==> config.mk <==
export PLATFORM = sky130hd
export DESIGN_NAME = ps2_key_receiver
export DESIGN_NICKNAME = d
export VERILOG_FILES = /design/src/rtl/ps2_key_receiver.sv
export SDC_FILE = /design/constraint.sdc
export NUM_CORES = 1
export LEC_CHECK = 0
export CELL_PAD_IN_SITES_DETAIL_PLACEMENT = 2
export CELL_PAD_IN_SITES_GLOBAL_PLACEMENT = 2
export CORE_UTILIZATION = 42
export DETAILED_ROUTE_END_ITERATION = 10
export MAX_ROUTING_LAYER = met4
export PLACE_DENSITY = 0.86
export SLEW_MARGIN = 20
export SYNTH_ARGS = -nofsm -noshare
export SYNTH_HDL_FRONTEND = slang
export SYNTH_SLANG_ARGS = --single-unit
==> constraint.sdc <==
create_clock -name proc_clk -period 5.5 [get_ports proc_clk]
set_clock_uncertainty 0.1 [all_clocks]
set_input_delay 0.825 -clock proc_clk [delete_from_list [all_inputs] [get_ports proc_clk]]
set_output_delay 0.825 -clock proc_clk [all_outputs]
set_load 0.005 [all_outputs]
==> src/rtl/ps2_key_receiver.sv <==
// PS/2 Set 2 keyboard receiver: synchronizes the raw pins, deframes 11-bit
// frames into bytes, tracks E0/F0 prefixes and drives a clean jump_key level.
`timescale 1ns/1ps
module ps2_key_receiver #(
  parameter logic [7:0] JUMP_SCANCODE  = 8'h29,
  parameter int         TIMEOUT_CYCLES = 50000
) (
  input  logic       proc_clk,
  input  logic       reset_n,
  input  logic       ps2_clk,
  input  logic       ps2_data,
  output logic       jump_key,
  output logic [7:0] scan_code,
  output logic       scan_valid,
  output logic       frame_error
);

  localparam int TO_W = (TIMEOUT_CYCLES > 2) ? $clog2(TIMEOUT_CYCLES) : 1;
  localparam logic [TO_W-1:0] TO_LAST = TO_W'(TIMEOUT_CYCLES - 1);

  typedef enum logic [1:0] {IDLE, DATA, PARITY, STOP} state_t;

  state_t          state;
  logic [3:0]      bit_cnt;
  logic [TO_W-1:0] to_cnt;
  logic            ext_pending;
  logic            brk_pending;
  logic [7:0]      shift_reg;
  logic            parity_bit;

  logic ps2_clk_p0, ps2_clk_p1, ps2_clk_p2;
  logic ps2_data_p0, ps2_data_p1;
  logic fall;
  logic data_bit;
  logic timeout_hit;

  // Odd parity over data plus parity bit, and a high stop bit, make a good frame
  function automatic logic frame_ok(input logic [7:0] d, input logic p, input logic stop);
    return (^{d, p}) & stop;
  endfunction

  // Two-flop synchronizers (idle high) plus one extra ps2_clk stage for edge detection
  always_ff @(posedge proc_clk or negedge reset_n) begin
    if (!reset_n) begin
      ps2_clk_p0  <= 1'b1;
      ps2_clk_p1  <= 1'b1;
      ps2_clk_p2  <= 1'b1;
      ps2_data_p0 <= 1'b1;
      ps2_data_p1 <= 1'b1;
    end else begin
      ps2_clk_p0  <= ps2_clk;
      ps2_clk_p1  <= ps2_clk_p0;
      ps2_clk_p2  <= ps2_clk_p1;
      ps2_data_p0 <= ps2_data;
      ps2_data_p1 <= ps2_data_p0;
    end
  end

  // ---- stage boundary: synchronized pins -> frame FSM ----
  assign fall        = ps2_clk_p2 & ~ps2_clk_p1;
  assign data_bit    = ps2_data_p1;
  assign timeout_hit = (state != IDLE) && (to_cnt == TO_LAST);

  // Frame FSM, watchdog, prefix decode and registered outputs
  always_ff @(posedge proc_clk or negedge reset_n) begin
    if (!reset_n) begin
      state       <= IDLE;
      bit_cnt     <= 4'd0;
      to_cnt      <= '0;
      ext_pending <= 1'b0;
      brk_pending <= 1'b0;
      jump_key    <= 1'b0;
      scan_code   <= 8'h00;
      scan_valid  <= 1'b0;
      frame_error <= 1'b0;
    end else begin
      scan_valid  <= 1'b0;
      frame_error <= 1'b0;
      if (timeout_hit) begin
        // Abandoned partial frame; a coincident fall is deliberately dropped
        state       <= IDLE;
        to_cnt      <= '0;
        frame_error <= 1'b1;
        ext_pending <= 1'b0;
        brk_pending <= 1'b0;
      end else begin
        if (fall || state == IDLE) to_cnt <= '0;
        else                       to_cnt <= to_cnt + 1'b1;

        unique case (state)
          IDLE: begin
            if (fall) begin
              if (!data_bit) begin
                state   <= DATA;
                bit_cnt <= 4'd0;
              end else begin
                frame_error <= 1'b1;
                ext_pending <= 1'b0;
                brk_pending <= 1'b0;
              end
            end
          end
          DATA: begin
            if (fall) begin
              bit_cnt <= bit_cnt + 4'd1;
              if (bit_cnt == 4'd7) state <= PARITY;
            end
          end
          PARITY: begin
            if (fall) state <= STOP;
          end
          STOP: begin
            if (fall) begin
              state <= IDLE;
              if (frame_ok(shift_reg, parity_bit, data_bit)) begin
                scan_code  <= shift_reg;
                scan_valid <= 1'b1;
                if (shift_reg == 8'hE0) begin
                  ext_pending <= 1'b1;
                end else if (shift_reg == 8'hF0) begin
                  brk_pending <= 1'b1;
                end else begin
                  if (shift_reg == JUMP_SCANCODE && !ext_pending)
                    jump_key <= ~brk_pending;
                  ext_pending <= 1'b0;
                  brk_pending <= 1'b0;
                end
              end else begin
                frame_error <= 1'b1;
                ext_pending <= 1'b0;
                brk_pending <= 1'b0;
              end
            end
          end
          default: state <= IDLE;
        endcase
      end
    end
  end

  // Data path capture: LSB-first shift register and parity bit, no reset needed
  always_ff @(posedge proc_clk) begin
    if (fall && !timeout_hit) begin
      if (state == DATA)   shift_reg  <= {data_bit, shift_reg[7:1]};
      if (state == PARITY) parity_bit <= data_bit;
    end
  end

endmodule

* Yosys cells after proc, flatten, opt, wreduce, memory -nomap -nowiden *
Index checks and enable logic that the tools add are counted.

operators by class
  add/sub/neg operators = 2
  equal/unequal tests = 20
  muxes and demuxes = 38
  bitwise gates (word level) = 7
  reduce and logical (&&, ||, !) cells = 19

operator list
  cell                   count
  $mux 16                2
  $mux 1                 21
  $ne 3x3->1 const B     7
  $add 16x1->16 const B  1
  $eq 16x16->1 const B   1
  $eq 8x8->1 const B     2
  $reduce_and 5->1       3
  $mux 2                 7
  $mux 4                 3
  $reduce_xor 9->1       1
  $eq 8x6->1 const B     1
  $pmux 2 s4             1
  $pmux 4 s2             1
  $reduce_and 7->1       1
  $ne 2x2->1 const B     3
  $pmux 1 s2             3
  $reduce_and 6->1       1
  $ne 5x5->1 const B     1
  $not 1->1              5
  $add 4x1->4 const B    1
  $eq 2x2->1 const B     2
  $eq 4x3->1 const B     1
  $ne 4x4->1 const B     1
  $reduce_and 2->1       2
  other kinds (9)        14

word-level totals
  register bits = 49
  input bits = 4
  output and inout bits = 11
  word-level logic and storage cells = 102

* Depth between registers and ports, before layout *
  word-level depth = 7
  depth in mapped cells = 7
  mapped depth without buffers = 7

* Worst setup path after synthesis *
Ideal clock, no wire load.

  path kind = register to register
  start = register to_cnt[0]
  end = register scan_code[0]
  setup time = 0.125 ns
  arrival time = 1.937 ns
  required time = 5.275 ns
  setup slack = 3.338 ns
  cell stages (with the launch flop) = 7
  path buffers = 0
  clock period less this slack = 2.162 ns
  cell sequence = dfrtp_1 ha_1 and3_1 nand4_1 o21ai_1 nor3_4 mux2_2

on the way
  cells in the longest elaborated chain, start to end = 4

RTL lines
  element                            RTL line  source
  start: declaration                 25        logic [TO_W-1:0] to_cnt;
  start signal: assignment           88        else to_cnt <= to_cnt + 1'b1;
  $eq 16x16->1                       62        assign timeout_hit = (state != IDLE) && (to_cnt == TO_LAST);
  $logic_and 1x1->1                  62
  $not 1->1 (no source line)         --
  $reduce_and 4->1 (no source line)  --
  end signal: assignment             116       scan_code <= shift_reg;
  end: declaration                   13        output logic [7:0] scan_code,

No other way between the ends.
A chain may end at the register's enable or synchronous reset.

* Worst setup path after layout *
Ends and elaborated chain as after synthesis.

==> run_results.csv <==
group,metric,value,unit
clocking,cts_hold_buf,0,
sta,tightest_slew,0.915,ns
run_status,status,"finished, final reports clean",
clocking,cts_resized,0,
global_routing,grtUsageTotal,23.5,%
sta,slew_violations,0,
final_layout,design_area,2520,um^2
route,drtIter0Drc,61,
final_layout,seqCellArea,1280,um^2
global_routing,gr-usage-met3,4.95,%
power,cellLeakagePower,1.05,nW
floorplan,rows,26,
place,gp_congestion,0.764,
critical_path,cp-start-kind,"flop",
clocking,cts.sinks,49,
clocking,cts_tree,"yes",
yosys,syn_inst,190,
yosys,async_flop_share,81.6,%
floorplan,start_util,43.5,%
critical_path,crit_type,"reg -> reg",
clocking,clk_path_buf_depth,2,
global_routing,met1_usage,28.1,%
sta,fin_setup_tns,0,ns
clocking,post_cts_buffers,0,
final_layout,fill_cells,527,
yosys,yosysTopAreaCellShare,39.4,%
global_routing,grt_pass1_wl,9190,um
floorplan,dieWidth,74.7,um
route,drt-wirelength-per-cell,19.7,um
yosys,postSynthNetCount,200,
route,drc,0,
route,vias_per_cell,5.44,
critical_path,end_kind,"flop",
yosys,synthTopCellsByArea,"dfrtp_1, edfxtp_1, dfstp_2, nor2_1, mux2_2",
clocking,cts.clk_slew.worst_paths,0.09,ns
power,p_per_area,414,nW/um^2
sta,fmax,0.394,GHz
global_routing,grt-ovfl-total,0,
yosys,synthesis.area,2220,um^2
final_layout,largest_reg_flops,16,
sta,relSlewSlack,39.0,%
yosys,synthDistinctLibCells,37,
yosys,avgSynthCellArea,11.7,um^2
global_routing,grt.busiest_layer,"met2",
sta,setup_viol,0,
final_layout,antennaDiodeCount,0,
global_routing,met2_usage,39.9,%
floorplan,die_area,5580,um^2
clocking,cts_htree_levels,2,
clocking,ctsRootBufferMaster,"clkbuf_8",
final_layout,multiInputGateArea,910,um^2
sta,min_period,2.54,ns
clocking,worstSkewPairLatency,0.30,ns
floorplan,coreArea,5110,um^2
critical_path,path_max_fanout,9,
yosys,ys_ff_latch,49,
final_layout,final_common_cell,"dfrtp_1",
global_routing,grt_pass1_vias,1732,
yosys,synth-main-ff-cell,"dfrtp_1",
hold_path,min_path_type,"reg -> reg",
critical_path,required,5.58,ns
sta,finalHoldViolations,0,
yosys,yosysSeqAreaShare,57.5,%
global_routing,grt_max_degree,41,
sta,timing.final.crit_share,46.1,%
final_layout,fin_nets,219,
place,dp_hpwl,3720,um
clocking,numCtsBuffers,5,
route,vias,1524,
final_layout,final_util,49.3,%
route,routed_wl,5510,um
power,ir_worst_vdd,0.000172,V
route,dr.pass1.iters,4,
floorplan,pin_count,15,
global_routing,antenna_found_initial,0,
final_layout,drive_gt1_share,11.9,%
place,place_area,2440,um^2
final_layout,syn2layout_area_growth,13.4,%
final_layout,layout_common_cells,"dfrtp_1, nor2_1, clkdlybuf4s50_1",
sta,rsz0062_at_grt,"no",
final_layout,fin_cells,280,
place,portBuffers,14,
route,ant_nets,0,
critical_path,r2r_slack,2.96,ns
power,finalPower,1.04,mW
yosys,yosys_warnings,0,
yosys,synth_edf_count,9,
place,dpl.cell_count,272,
critical_path,worst_ep_arrival_time,2.62,ns
run,cap_viol_max_count,0,
yosys,synth_area_leader_cell,"dfrtp_1",
floorplan,die_h,74.7,um
## cell type report
cell class	instances	area share [%]
clock inverters	1	0.248
inverters	7	1.04
well taps	70	3.48
flip-flops and latches	49	50.7
multi-input cells	132	36.1
repair buffers	14	5.37
clock buffers	7	3.03
## critical path, stage by stage, from the launching register on
cell and delay, ns:
dfrtp_1 0.43, ha_1 0.25, and3_1 0.23, nand4_1 0.33, o21ai_1 0.19, nor3_4 0.49
mux2_2 0.40
## kinds of logic after synthesis
logic type	share of synthesized area [%]
buffers and inverters	1.52
AO/OA/AOI/OAI	5.92
XOR/XNOR	9.30
AND/OR/NAND/NOR	17.0
flip-flops	57.5
adder cells (fa/ha/maj)	3.38
multiplexers	5.41
## per-stage QoR
step,setup slack (ns),hold slack [ns]
global route,2.86,0.272
floorplan,3.34,0.245
finish,2.96,0.268
detailed placement,3.02,0.254
global placement,3.14,0.247
CTS,2.96,0.267
## cell usage after synthesis (all sizes together) (2+ instances only)
library cell / count
clkbuf: 2
xnor2: 11
nor2: 27
mux2: 8
mux2i: 3
a31oi: 3
nor3: 3
edfxtp: 9
xor2: 9
inv: 7
a21oi: 4
nor4: 2
o21ai: 9
and3: 5
nand3: 11
nor2b: 2
dfrtp: 35
dfstp: 5
nor4b: 2
nand2b: 5
nand4: 3
o31ai: 2
ha: 6
nand2: 8
## worst paths after layout
check	to	from	cells after the start
max	scan_code[0]	to_cnt[0]	6
min	ps2_clk_p1	ps2_clk_p0	0
max reg2reg	scan_code[0]	to_cnt[0]	6
min reg2reg	ps2_clk_p1	ps2_clk_p0	0
max in group asynchronous	brk_pending	reset_n	1
min in group asynchronous	bit_cnt[3]	reset_n	1
## per-layer routing
metal  vias up  share of wire, %
met5         -                 0
met2        25                53
met3        11               2.2
li1        702                 -
met1       786                43
met4         0               1.7
## power breakdown
part,leakage [nW],switching (mW),internal [mW]
registers,0.605,0.0547,0.441
clock network,0.0428,0.120,0.0907
logic,0.405,0.178,0.159
(Power assumes the default switching activity.)
